--- src/rtl/instruction_fetch_unit_pkg.sv ---
// Shared CPU definitions: data/address widths, fetch FSM states and the reset PC.
// Pure declarations with no logic, so there is no latency and no flow control here.
package CPU_package;

    localparam int DATA_WIDTH    = 16;
    localparam int ADDRESS_WIDTH = 12;

    localparam logic [ADDRESS_WIDTH-1:0] RESET_PC = '0;

    typedef enum logic [1:0] {
        IDLE  = 2'd0,
        FETCH = 2'd1,
        HOLD  = 2'd2
    } fetch_state_t;

endpackage

--- src/rtl/instruction_fetch_unit_program_counter.sv ---
// Program counter register: load has priority over increment, and the increment wraps at the top of memory.
// Latency is one cycle and there is no backpressure; the owner decides when to load or step.
module program_counter
    import CPU_package::*;
#(
    parameter int                   AW        = ADDRESS_WIDTH,
    parameter logic [AW-1:0]        RESET_VAL = RESET_PC
) (
    input  logic          iclk,
    input  logic          irst_n,
    input  logic          i_load,
    input  logic [AW-1:0] i_load_addr,
    input  logic          i_inc,
    output logic [AW-1:0] o_pc
);

    logic [AW-1:0] r_pc;

    always_ff @(posedge iclk or negedge irst_n) begin
        if (!irst_n) begin
            r_pc <= RESET_VAL;
        end else if (i_load) begin
            r_pc <= i_load_addr;
        end else if (i_inc) begin
            r_pc <= r_pc + 1'b1;
        end
    end

    assign o_pc = r_pc;

endmodule

--- src/rtl/instruction_fetch_unit.sv ---
// Fetch front end: it owns the PC, reads program memory over req/ack and strobes each word into the IR.
// All outputs are registered, and the word appears one edge after mem_ack. A held word blocks the next fetch until next or jump.
module instruction_fetch_unit
    import CPU_package::*;
#(
    parameter int                         DATA_WIDTH    = CPU_package::DATA_WIDTH,
    parameter int                         ADDRESS_WIDTH = CPU_package::ADDRESS_WIDTH,
    parameter logic [ADDRESS_WIDTH-1:0]   RESET_PC      = CPU_package::RESET_PC
) (
    input  logic                     iclk,
    input  logic                     irst_n,
    input  logic                     run,
    input  logic                     next,
    input  logic                     jump,
    input  logic [ADDRESS_WIDTH-1:0] jump_addr,
    input  logic [DATA_WIDTH-1:0]    mem_rdata,
    input  logic                     mem_ack,
    output logic                     mem_req,
    output logic [ADDRESS_WIDTH-1:0] mem_addr,
    output logic [DATA_WIDTH-1:0]    insin,
    output logic                     loadIR,
    output logic [ADDRESS_WIDTH-1:0] pc,
    output logic                     ins_valid
);

    fetch_state_t               r_state,     w_state_nxt;
    logic                       r_mem_req,   w_req_nxt;
    logic [ADDRESS_WIDTH-1:0]   r_mem_addr,  w_addr_nxt;
    logic [DATA_WIDTH-1:0]      r_insin,     w_ins_nxt;
    logic                       r_loadir,    w_ld_nxt;
    logic                       r_ins_valid, w_valid_nxt;
    logic                       r_flush,     w_flush_nxt;
    logic [ADDRESS_WIDTH-1:0]   r_target,    w_target_nxt;

    logic                       w_pc_load;
    logic [ADDRESS_WIDTH-1:0]   w_pc_load_addr;
    logic                       w_pc_inc;
    logic [ADDRESS_WIDTH-1:0]   w_pc;

    // A jump arriving in the same cycle as the ack must still kill that word.
    logic                       w_flush_eff;
    logic [ADDRESS_WIDTH-1:0]   w_target_eff;

    assign w_flush_eff  = r_flush | jump;
    assign w_target_eff = jump ? jump_addr : r_target;

    program_counter #(
        .AW        (ADDRESS_WIDTH),
        .RESET_VAL (RESET_PC)
    ) u_pc (
        .iclk        (iclk),
        .irst_n      (irst_n),
        .i_load      (w_pc_load),
        .i_load_addr (w_pc_load_addr),
        .i_inc       (w_pc_inc),
        .o_pc        (w_pc)
    );

    always_comb begin
        w_state_nxt    = r_state;
        w_req_nxt      = r_mem_req;
        w_addr_nxt     = r_mem_addr;
        w_ins_nxt      = r_insin;
        w_ld_nxt       = 1'b0;
        w_valid_nxt    = r_ins_valid;
        w_flush_nxt    = r_flush;
        w_target_nxt   = r_target;
        w_pc_load      = 1'b0;
        w_pc_load_addr = jump_addr;
        w_pc_inc       = 1'b0;

        case (r_state)
            IDLE: begin
                w_pc_load = jump;
                if (run) begin
                    w_state_nxt = FETCH;
                    w_req_nxt   = 1'b1;
                    w_addr_nxt  = jump ? jump_addr : w_pc;
                end
            end
            FETCH: begin
                if (mem_ack) begin
                    if (w_flush_eff) begin
                        w_pc_load      = 1'b1;
                        w_pc_load_addr = w_target_eff;
                        w_flush_nxt    = 1'b0;
                        if (run) begin
                            w_addr_nxt = w_target_eff;
                        end else begin
                            w_state_nxt = IDLE;
                            w_req_nxt   = 1'b0;
                        end
                    end else begin
                        w_ins_nxt   = mem_rdata;
                        w_ld_nxt    = 1'b1;
                        w_valid_nxt = 1'b1;
                        w_pc_inc    = 1'b1;
                        w_req_nxt   = 1'b0;
                        w_state_nxt = HOLD;
                    end
                end else if (jump) begin
                    w_flush_nxt  = 1'b1;
                    w_target_nxt = jump_addr;
                end
            end
            HOLD: begin
                if (jump || next) begin
                    w_pc_load   = jump;
                    w_valid_nxt = 1'b0;
                    if (run) begin
                        w_state_nxt = FETCH;
                        w_req_nxt   = 1'b1;
                        w_addr_nxt  = jump ? jump_addr : w_pc;
                    end else begin
                        w_state_nxt = IDLE;
                    end
                end
            end
            default: begin
                w_state_nxt = IDLE;
                w_req_nxt   = 1'b0;
            end
        endcase
    end

    always_ff @(posedge iclk or negedge irst_n) begin
        if (!irst_n) begin
            r_state     <= IDLE;
            r_mem_req   <= 1'b0;
            r_mem_addr  <= RESET_PC;
            r_insin     <= '0;
            r_loadir    <= 1'b0;
            r_ins_valid <= 1'b0;
            r_flush     <= 1'b0;
            r_target    <= RESET_PC;
        end else begin
            r_state     <= w_state_nxt;
            r_mem_req   <= w_req_nxt;
            r_mem_addr  <= w_addr_nxt;
            r_insin     <= w_ins_nxt;
            r_loadir    <= w_ld_nxt;
            r_ins_valid <= w_valid_nxt;
            r_flush     <= w_flush_nxt;
            r_target    <= w_target_nxt;
        end
    end

    assign mem_req   = r_mem_req;
    assign mem_addr  = r_mem_addr;
    assign insin     = r_insin;
    assign loadIR    = r_loadir;
    assign pc        = w_pc;
    assign ins_valid = r_ins_valid;

endmodule

--- config.mk ---
export PLATFORM = sky130hd
export DESIGN_NAME = instruction_fetch_unit
export DESIGN_NICKNAME = d
export VERILOG_FILES = /design/src/rtl/instruction_fetch_unit_pkg.sv /design/src/rtl/instruction_fetch_unit_program_counter.sv /design/src/rtl/instruction_fetch_unit.sv
export SDC_FILE = /design/constraint.sdc
export NUM_CORES = 1
export LEC_CHECK = 0
export ABC_AREA = 1
export CORE_MARGIN = 3
export CORE_UTILIZATION = 25
export CTS_CLUSTER_SIZE = 40
export DETAILED_ROUTE_END_ITERATION = 12
export SLEW_MARGIN = 5
export SYNTH_ARGS = -nofsm -noshare
export SYNTH_HDL_FRONTEND = slang
export SYNTH_SLANG_ARGS = --single-unit
--- constraint.sdc ---
create_clock -name iclk -period 2.36 [get_ports iclk]
set_input_delay 0.354 -clock iclk [delete_from_list [all_inputs] [get_ports iclk]]
set_output_delay 0.354 -clock iclk [all_outputs]
set_load 0.02 [all_outputs]
==> metrics.csv <==
stage,metric,value,unit
run_status,outcome,"complete, no violations",
floorplan,fp.dieArea,14000,sq um
critical_path,crit_top_cell,nor2_4,
place,placed_cells,643,
clock_network,cts_tree,done,
place,globalplace.congestion,0.874,
detailed_routing,top_layer,met4,
critical_path,startpoint,r_state[0]$_DFFE_PN0P_,
yosys,synth-edff-count,0,
detailed_routing,dr.pass1.iters,6,
critical_path,r2r_cells,6,
timing,fin_skew,0.00681,ns
detailed_routing,met2_length,4.07,mm
power_and_ir_drop,p_leak,2.06,nW
clock_network,postCtsResizedCells,0,
floorplan,die_x,118,microns
detailed_routing,drt_iter0_drc,223,
detailed_routing,vias_per_cell,4.50,
yosys,post-synth-top-count-cell,nand2_1,
global_routing,grt_first_pass_wirelength,14.2,mm
critical_path,critPathMaxFanout,21,
yosys,synth_cell_types,32,
final_layout,final_layout_size_suffix_gt1_frac,0.102,
global_routing,grt_pass1_vias,2930,
yosys,yosysWarningCount,0,
clock_network,cts.clk_slew.worst_paths,0.05,ns
timing,slew-limit-headroom,0.619,
critical_path,crit_chain,nand2_2 > nor2_8 > nor2_4 > nor2_4 > o211ai_1 > nand2_1,
run,cap_violations,0,
timing,setup-tns-final,0,ns
clock_network,worstSkewPairLatency,0.34,ns
timing,period_needed,1.88,ns
timing,setup_viol,0,
place,port_buffers,76,
critical_path,cp.arrival,2.15,ns
yosys,synthArstFlopShare,1.00,
critical_path,slowest_delay,0.63,ns
yosys,ys_ff_latch,58,
floorplan,die_y,118,microns
yosys,synth_ff_type,dfrtp_1,
global_routing,grt-ovfl-total,0,
global_routing,gr-usage-all-layers,0.127,
detailed_routing,wl_met3,772,microns
yosys,syn_area,3150,sq um
timing,finalCritPeriodShare,0.798,
clock_network,post_cts_buffers,0,
detailed_routing,wl_met1,3.71,mm
critical_path,regToRegSetupSlack,0.48,ns
timing,tightestPinTransition,0.571,ns
yosys,yosys.area.top_type,dfrtp_1,
yosys,yosys-top-cells-area,"dfrtp_1 46%, nand2_1 17%, nor2_1 5.1%, o21ai_0 4.8%, inv_1 3.8%",
power_and_ir_drop,p_per_area,1400,nW/um^2
critical_path,cp_data_required_time,2.63,ns
detailed_routing,drt_wl_total,8.73,mm
critical_path,endpoint,mem_addr[2]$_DFFE_PN0P_,
timing,finalMaxSlewViolations,0,
detailed_routing,antenna_left,0,
global_routing,grt_max_degree,37,
yosys,ys_top_cells_by_count,"142 x nand2_1, 58 x dfrtp_1, 43 x nor2_1",
critical_path,rr_endpoint,mem_addr[2]$_DFFE_PN0P_,
floorplan,core_area,12200,sq um
critical_path,startpoint_type,register,
clock_network,cts_buffers,9,
clock_network,cts_hold_buf,0,
critical_path,r2r_start,r_state[0]$_DFFE_PN0P_,
final_layout,n_fill_cell,1259,
detailed_routing,wire_per_inst,13.3,microns
timing,rsz0062_at_grt,no,
clock_network,clock_sinks,58,
clock_network,cts-root-buf,clkbuf_16,
power_and_ir_drop,vdd_drop_max,0.000544,V
yosys,synth_top_area_share,0.460,
floorplan,io-pin-count,77,
critical_path,cp-end-kind,register,
critical_path,critPathSlowestCell,dfrtp_1,
final_layout,final_net_count,521,
yosys,yosysSeqAreaShare,0.460,
clock_network,htreeDepth,3,
detailed_routing,drcViolationCount,0,
final_layout,fin_cells,659,
yosys,netlist_instances,409,
final_layout,area_growth,40.3,%
timing,fmax,531,MHz
clock_network,clock_path_buffers,2,
hold_path,hold_path.class,input pin to async pin,
timing,hold_viol_final,0,
floorplan,fp-row-count,40,
global_routing,antenna_found_initial,0,
critical_path,crit_type,register to register,
place,place_hpwl,6.53,mm
final_layout,n_antenna_cell,0,
floorplan,initial_core_util,0.259,
yosys,syn_area_per_cell,7.71,sq um
yosys,syn_nets,444,
detailed_routing,vias,2965,
[where the power goes]
part / leakage (nW) / internal (mW) / switching [mW]
combinational: 1.19 / 1.20 / 1.66
clock: 0.165 / 1.06 / 0.468
sequential: 0.707 / 1.46 / 0.355
[worst max-delay path: cells and delay by family, from the launching register on]
kind / cells / cell delay, ns
simple gates: 5 / 1.02
compound gates: 1 / 0.17
flops: 1 / 0.63
[placed cells by master, fill, tap and decap left out, types with 4 or more instances in the layout]
master / count
a21boi_0: 7
a21oi_1: 12
a21oi_2: 8
buf_4: 5
clkbuf_16: 9
clkdlybuf4s50_1: 75
dfrtp_1: 58
inv_1: 32
nand2_1: 142
nand3_1: 19
nand4_1: 4
nor2_1: 43
nor2_4: 4
o211ai_1: 10
o21ai_0: 30
[layer usage]
| layer | up-vias | track usage |
|---|---|---|
| met2 | 108 | 0.206 |
| li1 | 1469 | - |
| met5 | - | 0 |
| met4 | 0 | 0.0527 |
| met1 | 1372 | 0.147 |
| met3 | 16 | 0.0541 |
[worst min-delay path by stage]
| stage | from | endpoint | slack [ns] | depth (start not counted) |
|---|---|---|---|---|
| final | irst_n | mem_addr[4]$_DFFE_PN0P_ | 0.02 | 1 |
| after detailed placement | irst_n | mem_addr[10]$_DFFE_PN0P_ | 0.39 | 1 |
| after floorplan | irst_n | ins_valid$_DFFE_PN0P_ | 0.06 | 0 |
| after global placement | irst_n | mem_addr[10]$_DFFE_PN0P_ | 0.39 | 1 |
| after CTS | irst_n | r_target[7]$_DFFE_PN0P_ | 0.03 | 1 |
| after global routing | irst_n | r_target[7]$_DFFE_PN0P_ | 0.06 | 1 |
[layout make-up]
cell class                 instances  area [sq um]  share of cell area
clock buffer                      10           239              0.0540
clock inverter                     6           114              0.0257
inverter                          37           143              0.0322
multi-input combinational        297          1430               0.324
sequential                        58          1450               0.328
tap                              168           210              0.0475
timing repair buffer              83           833               0.188
[cell families (layout without fill, tap and decap cells)]
kind of cell,after synthesis,count (layout),share of synthesized area
DFF,58,58,0.460
buffers and inverters,54,136,0.0853
AOI/OAI and AO/OA,74,74,0.146
and+or+nand+nor,222,222,0.305
adders and majority gates,1,1,0.00397
[flip-flops by register name, indices dropped and copies added (netlist names)]
| name | cells |
|---|---|
| ins_valid | 1 |
| r_flush | 1 |
| loadIR | 1 |
| insin | 16 |
| u_pc.o_pc | 12 |
| r_target | 12 |
| mem_addr | 12 |
| mem_req | 1 |
| r_state | 2 |
[per-stage QoR]
| step | area, sq um | power, mW | setup WS, ns | hold WS [ns] | util |
|---|---|---|---|---|---|
| 6_report | 4420 | 6.21 | 0.477 | 0.0166 | 0.364 |
| 2_1_floorplan | 3150 | 3.58 | 0.973 | 0.0584 | - |
| 4_1_cts | 4420 | 6.29 | 0.454 | 0.0296 | 0.364 |
| 3_5_place_dp | 4070 | 4.71 | 0.163 | 0.387 | 0.335 |
| 5_1_grt | 4420 | 6.64 | 0.299 | 0.0554 | 0.364 |
| 3_3_place_gp | 4070 | 4.66 | 0.191 | 0.387 | 0.335 |
Note: power is estimated with default switching activity, not from simulation.
